==> src/rtl/bcd_serial_adder.sv <==
// ============================================================================
// bcd_serial_adder : digit-serial packed-BCD adder, LSD first, one digit/clk
// Revision: 1.0
// ============================================================================
`default_nettype none

module bcd_serial_adder #(
  parameter int DIGITS = 4
) (
  input  logic                  clk,
  input  logic                  rst,
  input  logic                  start,
  input  logic [4*DIGITS-1:0]   a,
  input  logic [4*DIGITS-1:0]   b,
  input  logic                  cin,
  output logic                  busy,
  output logic                  done,
  output logic [4*DIGITS-1:0]   sum,
  output logic                  cout,
  output logic                  err
);

  localparam int W     = 4 * DIGITS;
  localparam int CNT_W = (DIGITS > 1) ? $clog2(DIGITS) : 1;

  localparam logic [1:0] S_IDLE = 2'd0;
  localparam logic [1:0] S_ADD  = 2'd1;
  localparam logic [1:0] S_DONE = 2'd2;

  localparam logic [CNT_W-1:0] LAST_CNT = CNT_W'(DIGITS - 1);

  logic [1:0]       state_q, state_d;
  logic [W-1:0]     a_q, a_d, b_q, b_d, acc_q, acc_d, sum_q, sum_d;
  logic [CNT_W-1:0] cnt_q, cnt_d;
  logic             c_q, c_d, err_acc_q, err_acc_d, cout_q, cout_d, err_q, err_d;

  logic             accept;
  logic             last_digit;
  logic [3:0]       digit_a, digit_b, d_digit;
  logic [4:0]       t;
  logic             carry;
  logic             digit_err;
  logic [W-1:0]     acc_shift;

  // State register and datapath flops
  always_ff @(posedge clk) begin
    if (rst) begin
      state_q   <= S_IDLE;
      a_q       <= '0;
      b_q       <= '0;
      acc_q     <= '0;
      sum_q     <= '0;
      cnt_q     <= '0;
      c_q       <= 1'b0;
      err_acc_q <= 1'b0;
      cout_q    <= 1'b0;
      err_q     <= 1'b0;
    end else begin
      state_q   <= state_d;
      a_q       <= a_d;
      b_q       <= b_d;
      acc_q     <= acc_d;
      sum_q     <= sum_d;
      cnt_q     <= cnt_d;
      c_q       <= c_d;
      err_acc_q <= err_acc_d;
      cout_q    <= cout_d;
      err_q     <= err_d;
    end
  end

  // Next-state logic
  always_comb begin
    state_d = state_q;
    case (state_q)
      S_IDLE:  if (start) state_d = S_ADD;
      S_ADD:   if (last_digit) state_d = S_DONE;
      S_DONE:  state_d = start ? S_ADD : S_IDLE;
      default: state_d = S_IDLE;
    endcase
  end

  // Decimal digit adder; out-of-range digits still follow the same correction rule
  always_comb begin
    digit_a   = a_q[3:0];
    digit_b   = b_q[3:0];
    t         = {1'b0, digit_a} + {1'b0, digit_b} + {4'd0, c_q};
    carry     = (t > 5'd9);
    d_digit   = carry ? (t[3:0] + 4'd6) : t[3:0];
    digit_err = (digit_a > 4'd9) || (digit_b > 4'd9);
    acc_shift = (acc_q >> 4) | (W'(d_digit) << (W - 4));
  end

  assign accept     = start && ((state_q == S_IDLE) || (state_q == S_DONE));
  assign last_digit = (cnt_q == LAST_CNT);

  always_comb begin
    a_d       = a_q;
    b_d       = b_q;
    c_d       = c_q;
    acc_d     = acc_q;
    cnt_d     = cnt_q;
    err_acc_d = err_acc_q;
    sum_d     = sum_q;
    cout_d    = cout_q;
    err_d     = err_q;
    if (accept) begin
      a_d       = a;
      b_d       = b;
      c_d       = cin;
      cnt_d     = '0;
      err_acc_d = 1'b0;
    end else if (state_q == S_ADD) begin
      a_d       = a_q >> 4;
      b_d       = b_q >> 4;
      c_d       = carry;
      acc_d     = acc_shift;
      cnt_d     = cnt_q + CNT_W'(1);
      err_acc_d = err_acc_q | digit_err;
      // Results are published only on the edge that enters DONE
      if (last_digit) begin
        sum_d  = acc_shift;
        cout_d = carry;
        err_d  = err_acc_q | digit_err;
      end
    end
  end

  // Outputs decode from registered state only
  always_comb begin
    busy = (state_q == S_ADD);
    done = (state_q == S_DONE);
    sum  = sum_q;
    cout = cout_q;
    err  = err_q;
  end

endmodule

`default_nettype wire

==> config.mk <==
export PLATFORM = sky130hd
export DESIGN_NAME = bcd_serial_adder
export DESIGN_NICKNAME = d
export VERILOG_FILES = /design/src/rtl/bcd_serial_adder.sv
export SDC_FILE = /design/constraint.sdc
export NUM_CORES = 1
export LEC_CHECK = 0
export BUFFER_PORTS_ARGS = -buffer_cell sky130_fd_sc_hd__buf_2
export CORE_ASPECT_RATIO = 2
export CORE_MARGIN = 2
export CORE_UTILIZATION = 49
export DETAILED_ROUTE_END_ITERATION = 16
export PLACE_DENSITY = 0.77
export SYNTH_ARGS = -nofsm -noshare
export SYNTH_HDL_FRONTEND = slang
export SYNTH_SLANG_ARGS = --single-unit
==> constraint.sdc <==
create_clock -name clk -period 2.71 [get_ports clk]
set_input_delay 0.4065 -clock clk [delete_from_list [all_inputs] [get_ports clk]]
set_output_delay 0.4065 -clock clk [all_outputs]
set_load 0.02 [all_outputs]
# --- After elaboration in Yosys (flattened, before gate mapping) ---
# Index checks and enable logic that the tools add are counted.
classes:
  bitwise_logic: 3
  reduce_logical: 9
  magnitude_cmp: 3
  add_sub_neg: 4
  n_eq_ne: 5
  n_mux: 11
ops:
  columns: ["op", "n"]
  rows:
  - ["two-way mux 16 bit", 4]
  - ["bitwise OR 12 x 16 -> 16 bit", 1]
  - ["> comparator 4 bit, second input constant", 2]
  - ["case mux 2 bit (3 select lines)", 1]
  - ["adder 4 x 4 -> 5 bit", 1]
  - ["adder 5 x 1 -> 5 bit", 1]
  - ["> comparator 5 x 4 -> 1 bit, second input constant", 1]
  - ["adder 4 x 3 -> 4 bit, second input constant", 1]
  - ["equality test 2 bit, second input constant", 2]
  - ["two-way mux 2 bit", 2]
  - ["two-way mux 4 bit", 1]
  - ["AND reduction 2 bit", 2]
  - ["two-way mux 1 bit", 3]
  - ["AND reduction 3 bit", 1]
  - ["adder 2 x 1 -> 2 bit, second input constant", 1]
  - ["equality test 2 x 1 -> 1 bit, second input constant", 1]
  - ["zero test 2 bit", 1]
  - ["logical OR 1 bit", 2]
  - ["!= test 2 x 1 -> 1 bit, second input constant", 1]
  - ["!= test 2 bit, second input constant", 1]
  - ["nonzero test 2 bit", 1]
  - ["OR reduction 2 bit", 1]
  - ["logical AND 1 bit", 1]
  - ["inverter 1 bit", 1]
  - ["bitwise OR 1 bit", 1]
word_totals:
  output_inout_bits: 20
  in_bits: 36
  register_bits: 72

# --- Logic depth before layout (Yosys ltp) ---
# Gate-level depths: netlist of run 1.
depth:
  depth_word: 5
  depth_mapped: 9
  ltp_nobuf: 9

# --- Worst setup path after synthesis of run 1 ---
# Ideal clock, no wire load.
synth_timing:
  path_type: "register to register"
  from: "register a_q[0]"
  to: "register acc_q[14]"
  n_path_buf: 0
  path_slack_ns: 0.111
  path_stages_with_launch: 10
  t_arrival_ns: 2.541
  path_cell_list: "dfxtp_1 > fa_1 > fa_1 > xnor2_2 > ha_1 > nor2b_1 > a31oi_4 > a31o_2 > a211oi_1 > o21a_1"
synth_between:
  elab_chain_cells: 5
  elab_cells_between_ends: 6
synth_rtl:
  columns: ["item", "line", "text"]
  rows:
  - ["start: declaration", "33", "logic [W-1:0] a_q, a_d, b_q, b_d, acc_q, acc_d, sum_q, sum_d;"]
  - ["start signal: assignment", "49", "a_q <= '0;"]
  - ["start signal: assignment", "60", "a_q <= a_d;"]
  - ["adder 4 x 4 -> 5 bit (*)", "87", "t = {1'b0, digit_a} + {1'b0, digit_b} + {4'd0, c_q};"]
  - ["adder 5 x 1 -> 5 bit (*)", "87", null]
  - ["adder 4 x 3 -> 4 bit or > comparator 5 x 4 -> 1 bit (tied branches)", "89, 88", null]
  - ["two-way mux 4 bit (*)", "89", "d_digit = carry ? (t[3:0] + 4'd6) : t[3:0];"]
  - ["bitwise OR 12 x 16 -> 16 bit (*)", "91", "acc_shift = (acc_q >> 4) | (W'(d_digit) << (W - 4));"]
  - ["end signal: assignment", "51", "acc_q <= '0;"]
  - ["end signal: assignment", "62", "acc_q <= acc_d;"]
  - ["end: declaration", "33", null]
# Every way passes the cells marked *; elsewhere a longest branch is shown, timed or not.
# A chain may end at the register's enable or synchronous reset.

# --- Final worst setup path of run 1 ---
layout_timing:
  from: "register c_q"
  to: "register acc_q[13]"
layout_between:
  elab_chain_cells: 4
  elab_cells_between_ends: 5
layout_rtl:
  columns: ["item", "line", "text"]
  rows:
  - ["start: declaration", "35", "logic c_q, c_d, err_acc_q, err_acc_d, cout_q, cout_d, err_q, err_d;"]
  - ["start signal: assignment", "54", "c_q <= 1'b0;"]
  - ["start signal: assignment", "65", "c_q <= c_d;"]
  - ["adder 5 x 1 -> 5 bit (*)", "87", null]
  - ["adder 4 x 3 -> 4 bit or > comparator 5 x 4 -> 1 bit (tied branches)", "89, 88", null]
  - ["two-way mux 4 bit (*)", "89", null]
  - ["bitwise OR 12 x 16 -> 16 bit (*)", "91", null]
# Marked as above.

==> reports/qor.yml, run 1 <==
synth_area_leaders: "dfxtp_1, nand2_1, a21oi_1"
synth_top_area_share_pct: 47.6
syn_nets: 388
max_slew.worst_pin.slew_ns: 0.692
antenna_cells: 0
cts_num_sinks: 68
die_h_um: 112
num_rows: 39
final.setup.worst_slack_ns: 0.127
switching_share_pct: 25.4
ant_nets: 0
drt-total-wl_mm: 6.64
start_util_pct: 50.6
period_needed_ns: 2.58
dpl_cell_area_um2: 3190
mappedNetlistArea_um2: 2860
cts-root-buf: "clkbuf_16"
firstDrtPassIters: 4
slowest_stage: "fa_2"
pwr-share-comb_pct: 14.7
cp.arrival_ns: 2.84
maxCapViolCount: 0
grt_overflow: 0
num_vias: 2597
syn_to_final_growth_pct: 23.1
io_buffers: 55
drive_gt1_share_pct: 23.8
coreArea_um2: 5660
hpwl_mm: 4.60
clkTransAtPathRegs_ns: 0.05
hp-class: "in2reg"
vdd_drop_max_v: 0.000546
grt_max_degree: 40
synth_ff_type: "dfxtp_1"
wl_per_cell_um: 14.3
vias_per_cell: 5.60
yosys-top-cells-count: "nand2_1, dfxtp_1, a21oi_1"
grt_pass1_wl_mm: 11.0
pre_cts_slack_ns: -0.108
multi_input_area_um2: 1400
powerDensity_nw_per_um2: 740
synth_edf_count: 0
yosysTopAreaCell: "dfxtp_1"
final_hold_viol_count: 0
ys_ff_latch: 68
slew_headroom_pct: 53.9
fin_hold_ws_ns: 0.325
sequentialPowerShare_pct: 41.7
cts_hold_buf: 0
power_mw: 2.61
die_w_um: 58.0
p_leak_nw: 1.42
cp_common_cell: "fa_2"
cp_data_required_time_ns: 2.96
clk_latency_ns: 0.33
path_max_fanout: 6
cts.path.max_buffers: 2
status: "finished, final reports clean"
ios: 56
switchingPower_mw: 0.664
async_flop_share_pct: 0
fill_cells: 522
dieArea_um2: 6510
clock.fmax_mhz: 387
crit_path_end_kind: "flop"
power_frac_clock_pct: 43.6
drv_slew: 0
synth.distinct_cells: 40
grt_pass1_vias: 2556
antenna_found_initial: 0
ys_seq_area_share_pct: 47.6
utilization_pct: 62.3
finClkSkew_ns: 0.00416
final_area_um2: 3520
cp-start-kind: "flop"
setup-violations-final: 0
cts_tree: "yes"
place_congestion: 0.883
post-synth-top-count-cell: "nand2_1"
intPower_mw: 1.95
post-route-period-util_pct: 95.3
crit_chain: "fa_2 -> fa_2 -> inv_2 -> ha_4 -> nor2b_2 -> a31oi_4 -> nand3_2 -> or3_1 -> a31oi_1"
final-seq-area_um2: 1360
synthCells: 345
syn_area_per_cell_um2: 8.30
first_iter_violations: 114
h-tree-depth: 3
grt_use_total_pct: 22.1
critPathMaxStageDelay_ns: 0.55
worstSetupPathType: "reg2reg"
fin_nets: 441
cts_buffers: 9
drc: 0
ys_warn_count: 0
-- metal layers --
layer | share of wire, % | vias up | global-route usage, %
li1 | - | 1307 | -
met1 | 39 | 1204 | 23.0
met2 | 53 | 68 | 38.1
met4 | 3.9 | 0 | 13.6
met3 | 4.3 | 18 | 5.76
met5 | 0 | - | 0
-- cell usage in the layout, fill, tap and decap left out, drive strengths merged, types with 2 or more instances in the layout --
master  synthesis  final
o21a            3      3
nand2          80     80
mux2i           5      5
clkbuf         20     12
fa              2      2
a211oi          5      5
a31oi           3      3
nor2b           3      3
nand3           3      3
xnor2           2      2
nor2           33     33
and2            3      3
nor3           13     13
o21ai           5      5
clkinv          1      4
inv             4      4
o22ai           5      5
a311oi         11     11
a21oi          39     39
nand2b          2      2
dfxtp          68     68
ha              5      5
buf             6     68
a22oi          14     14
-- power groups by stage --
| stage | logic, mW | clock network [mW] | registers, mW |
|---|---|---|---|
| floorplan | 0.258 | 0 | 1.10 |
| global placement | 0.343 | 0 | 1.11 |
| detailed placement | 0.350 | 0 | 1.11 |
| CTS | 0.360 | 1.16 | 1.09 |
| global route | 0.428 | 1.20 | 1.09 |
| finish | 0.383 | 1.14 | 1.09 |
-- what timing repair did --
item	4_1_cts	5_1_grt
hold endpoints to repair	0	0
endpoints found under the setup margin	4	6
pin swaps	1	1
gates resized for setup	1	6
buffers inserted	1	1
-- through the flow --
stage | TNS [ns] | std cells
2_1_floorplan | 0 | 345
3_3_place_gp | 0 | 446
3_5_place_dp | -0.228 | 446
4_1_cts | 0 | 463
5_1_grt | -0.0230 | 464
6_report | 0 | 464
-- worst max-delay path: cells and delay by family, from the launching register on --
family	cells	cell delay [ns]
adder cells (fa/ha/maj)	3	1.13
flip-flops	1	0.33
AO/OA/AOI/OAI	2	0.39
AND/OR/NAND/NOR	3	0.58
buffers and inverters	1	0.08
-- cells by family (layout without fill, tap and decap cells) --
kind of cell	Yosys count	count (layout)	share of synthesized area, %
xor gates and xnor gates	2	2	0.874
DFF	68	68	47.6
adders and majority gates	7	7	3.58
and+or+nand+nor	141	141	20.5
AOI/OAI and AO/OA	91	91	21.3
buffers and inverters	31	89	4.50
muxes	5	5	1.75
-- final cells by class --
type,count,area share (%)
multi-input combinational,246,39.7
sequential,68,38.6
timing repair buffer,68,10.6
clock buffer,12,6.99
tap,61,2.17
clock inverter,4,1.38
inverter,5,0.532
-- worst paths after layout --
check | from | end | slack [ns] | cells after the start
hold / removal | a[14] | a_q[14] | 0.33 | 3
setup reg to reg | c_q | acc_q[13] | 0.13 | 9
hold reg to reg | sum[7] | sum[7] | 0.45 | 2
setup / recovery | c_q | acc_q[13] | 0.13 | 9
-- flip-flops by register name, summed over array words and instances (netlist names) --
signal and flops:
a_q 16, acc_q 12, b_q 16, c_q 1, cnt_q 2, cout 1, err 1, err_acc_q 1
state_q 2, sum 16
Power figures use the tool's default switching activity.
==> run 2, diff against run 1 <==
ABC_AREA = 1   (was default)
TNS_END_PERCENT = 50   (was default)
==> run 2 against run 1 <==
Against the previous run: sequential share of layout area down 0.23 points; worst setup slack better by 0.16 ns; area after synthesis up 4.5%; synthesized cell count up 9.6%; count of clock-buffer cells in the layout down 1; fmax up 6.5%; die area up 4.2%; clock skew up 0.0012 ns; global-route usage down 0.20 points; via count up 0.96%.
==> reports/qor.yml, run 2 <==
drt-total-wl_mm: 6.65  # was 6.64 mm
crit_path_end_kind: "flop"  # unchanged
critPathMaxStageDelay_ns: 0.48  # was 0.55 ns
ctsResizeCount: 0  # was 1
num_vias: 2622  # was 2,597
power_mw: 2.65  # was 2.61 mW
grt_use_total_pct: 21.9  # was 22.1%
drc: 0  # unchanged
grt_overflow: 0  # unchanged
cts_buffers: 9  # unchanged
dp.cells: 478  # was 446
synth_top_area_share_pct: 45.5  # was 47.6%
io_buffers: 55  # unchanged
vias_per_cell: 5.31  # was 5.60
setup-violations-final: 0  # unchanged
max_slew.worst_pin.slew_ns: 0.524  # was 0.692 ns
p_leak_nw: 1.59  # was 1.42 nW
slowest_stage: "fa_1"  # was fa_2
cts-root-buf: "clkbuf_16"  # unchanged
antenna_found_initial: 0  # unchanged
synth_ff_type: "dfxtp_1"  # unchanged
cts_hold_buf: 0  # unchanged
path_buf_inv: 3  # was 1
period_needed_ns: 2.43  # was 2.58 ns
firstDrtPassIters: 5  # was 4
cts_tree: "yes"  # unchanged
clock.fmax_mhz: 412  # was 387 MHz
fin_hold_ws_ns: 0.298  # was 0.325 ns
die_w_um: 59.2  # was 58.0 um
rsz0062_at_grt: "false"
layout_commonest_cell: "nand2_1"  # unchanged
mappedNetlistArea_um2: 2990  # was 2860 um^2
maxCapViolCount: 0  # unchanged
cp.arrival_ns: 2.66  # was 2.84 ns
instances_no_fill: 494  # was 464
post-route-period-util_pct: 89.5  # was 95.3%
cp_data_required_time_ns: 2.94  # was 2.96 ns
status: "finished, final reports clean"  # unchanged
syn_area_per_cell_um2: 7.91  # was 8.30 um^2
synthCells: 378  # was 345
wl_per_cell_um: 13.5  # was 14.3 um
drive_gt1_share_pct: 25.5  # was 23.8%
mostFrequentLayoutCells: "nand2_1, dfxtp_1, buf_2"  # unchanged
final_hold_viol_count: 0  # unchanged
coreArea_um2: 5960  # was 5660 um^2
grt_pass1_vias: 2506  # was 2,556
ys_ff_latch: 68  # unchanged
cts_num_sinks: 68  # unchanged
path_max_fanout: 5  # was 6
dpl_cell_area_um2: 3230  # was 3190 um^2
cp-start-kind: "flop"  # unchanged
ys_seq_area_share_pct: 45.5  # was 47.6%
yosys-top-cells-count: "nand2_1, dfxtp_1, nor2_1"  # was nand2_1, dfxtp_1, a21oi_1
async_flop_share_pct: 0  # unchanged
dieArea_um2: 6780  # was 6510 um^2
hpwl_mm: 4.78  # was 4.60 mm
place_congestion: 0.820  # was 0.883
slew_headroom_pct: 65.0  # was 53.9%
hp-class: "in2reg"  # unchanged
first_iter_violations: 83  # was 114
num_rows: 40  # was 39
syn_to_final_growth_pct: 18.6  # was 23.1%
die_h_um: 114  # was 112 um
clkTransAtPathRegs_ns: 0.05  # about the same
antenna_cells: 0  # unchanged
synth_area_leaders: "dfxtp_1, nand2_1, o21ai_0"  # was dfxtp_1, nand2_1, a21oi_1
grt_pass1_wl_mm: 11.1  # was 11.0 mm
clk_latency_ns: 0.33  # about the same
final.setup.tns_ns: 0  # unchanged
synth_edf_count: 0  # unchanged
finClkSkew_ns: 0.00535  # was 0.00416 ns
start_util_pct: 50.2  # was 50.6%
crit_chain: "fa_1 -> fa_1 -> inv_1 -> nand2_1 -> nand2_2 -> ha_1 -> inv_1 -> nor2_1 -> a21oi_2 -> nand2_2 -> nand2_2 -> nand2_1 -> nand3_1 -> nand2_1 -> inv_1"  # was fa_2 -> fa_2 -> inv_2 -> ha_4 -> nor2b_2 -> a31oi_4 -> nand3_2 -> or3_1 -> a31oi_1
vdd_drop_max_v: 0.000462  # was 0.000546 V
ant_nets: 0  # unchanged
post-synth-top-count-cell: "nand2_1"  # unchanged
syn_nets: 421  # was 388
fin_nets: 469  # was 441
h-tree-depth: 3  # unchanged
synth.distinct_cells: 32  # was 40
yosysTopAreaCell: "dfxtp_1"  # unchanged
ys_warn_count: 0  # unchanged
drv_slew: 0  # unchanged
grt_max_degree: 38  # was 40
cp_top_family: "adder cells"  # unchanged
ios: 56  # unchanged
cts.path.max_buffers: 2  # unchanged
powerDensity_nw_per_um2: 748  # was 740 nW/um^2
worstSetupPathType: "reg2reg"  # unchanged
post_cts_buffers: 0  # was 1
final_area_um2: 3550  # was 3520 um^2
## run 2: final timing paths
path               end  slack [ns]  startpoint  cells after the start
max          acc_q[14]        0.28      a_q[0]                     15
min            a_q[15]        0.30       a[15]                      3
max reg2reg  acc_q[14]        0.28      a_q[0]                     15
min reg2reg     b_q[8]        0.46      b_q[8]                      2
## run 2: area by class of cell
| type | instances | area, um^2 |
|---|---|---|
| fillers | 539 | 2410 |
| well taps | 63 | 78.8 |
| inverters | 36 | 145 |
| repair buffers | 56 | 283 |
| clock inverters | 5 | 58.8 |
| clock buffers | 11 | 253 |
| flip-flops and latches | 68 | 1360 |
| multi-input cells | 255 | 1370 |
## run 2: logic make-up (layout without fill, tap and decap cells)
group / Yosys count / after routing / share of synthesized area (%)
simple gates: 159 / 159 / 23.3
flops: 68 / 68 / 45.5
buf+inv: 55 / 108 / 8.79
fa+ha+maj: 7 / 7 / 3.43
compound gates: 89 / 89 / 18.9
## run 2: routing by layer
layer	part of all wire [%]	up-vias	GRT usage (%)
li1	-	1338	-
met1	38	1204	23.1
met2	54	57	37.4
met3	3.5	23	5.31
met4	4.8	0	13.5
met5	0	-	0
## run 2: worst register-to-register path, stage by stage (launching register included)
cell,delay (ns)
dfxtp_1,0.33
fa_1,0.48
fa_1,0.40
inv_1,0.06
nand2_1,0.06
nand2_2,0.08
ha_1,0.19
inv_1,0.06
nor2_1,0.13
a21oi_2,0.05
nand2_2,0.11
nand2_2,0.08
nand2_1,0.10
nand3_1,0.08
nand2_1,0.07
inv_1,0.03
## run 2: where the power goes
| group | internal (mW) | switching (mW) |
|---|---|---|
| clock | 0.763 | 0.433 |
| sequential | 1.06 | 0.0412 |
| combinational | 0.124 | 0.228 |
## run 2: metrics by stage
stage	worst slack (ns)	util, %
finish	0.283	59.5
floorplan	0.531	-
global placement	0.429	54.3
detailed placement	0.330	54.3
global route	0.0627	59.5
CTS	0.300	59.5
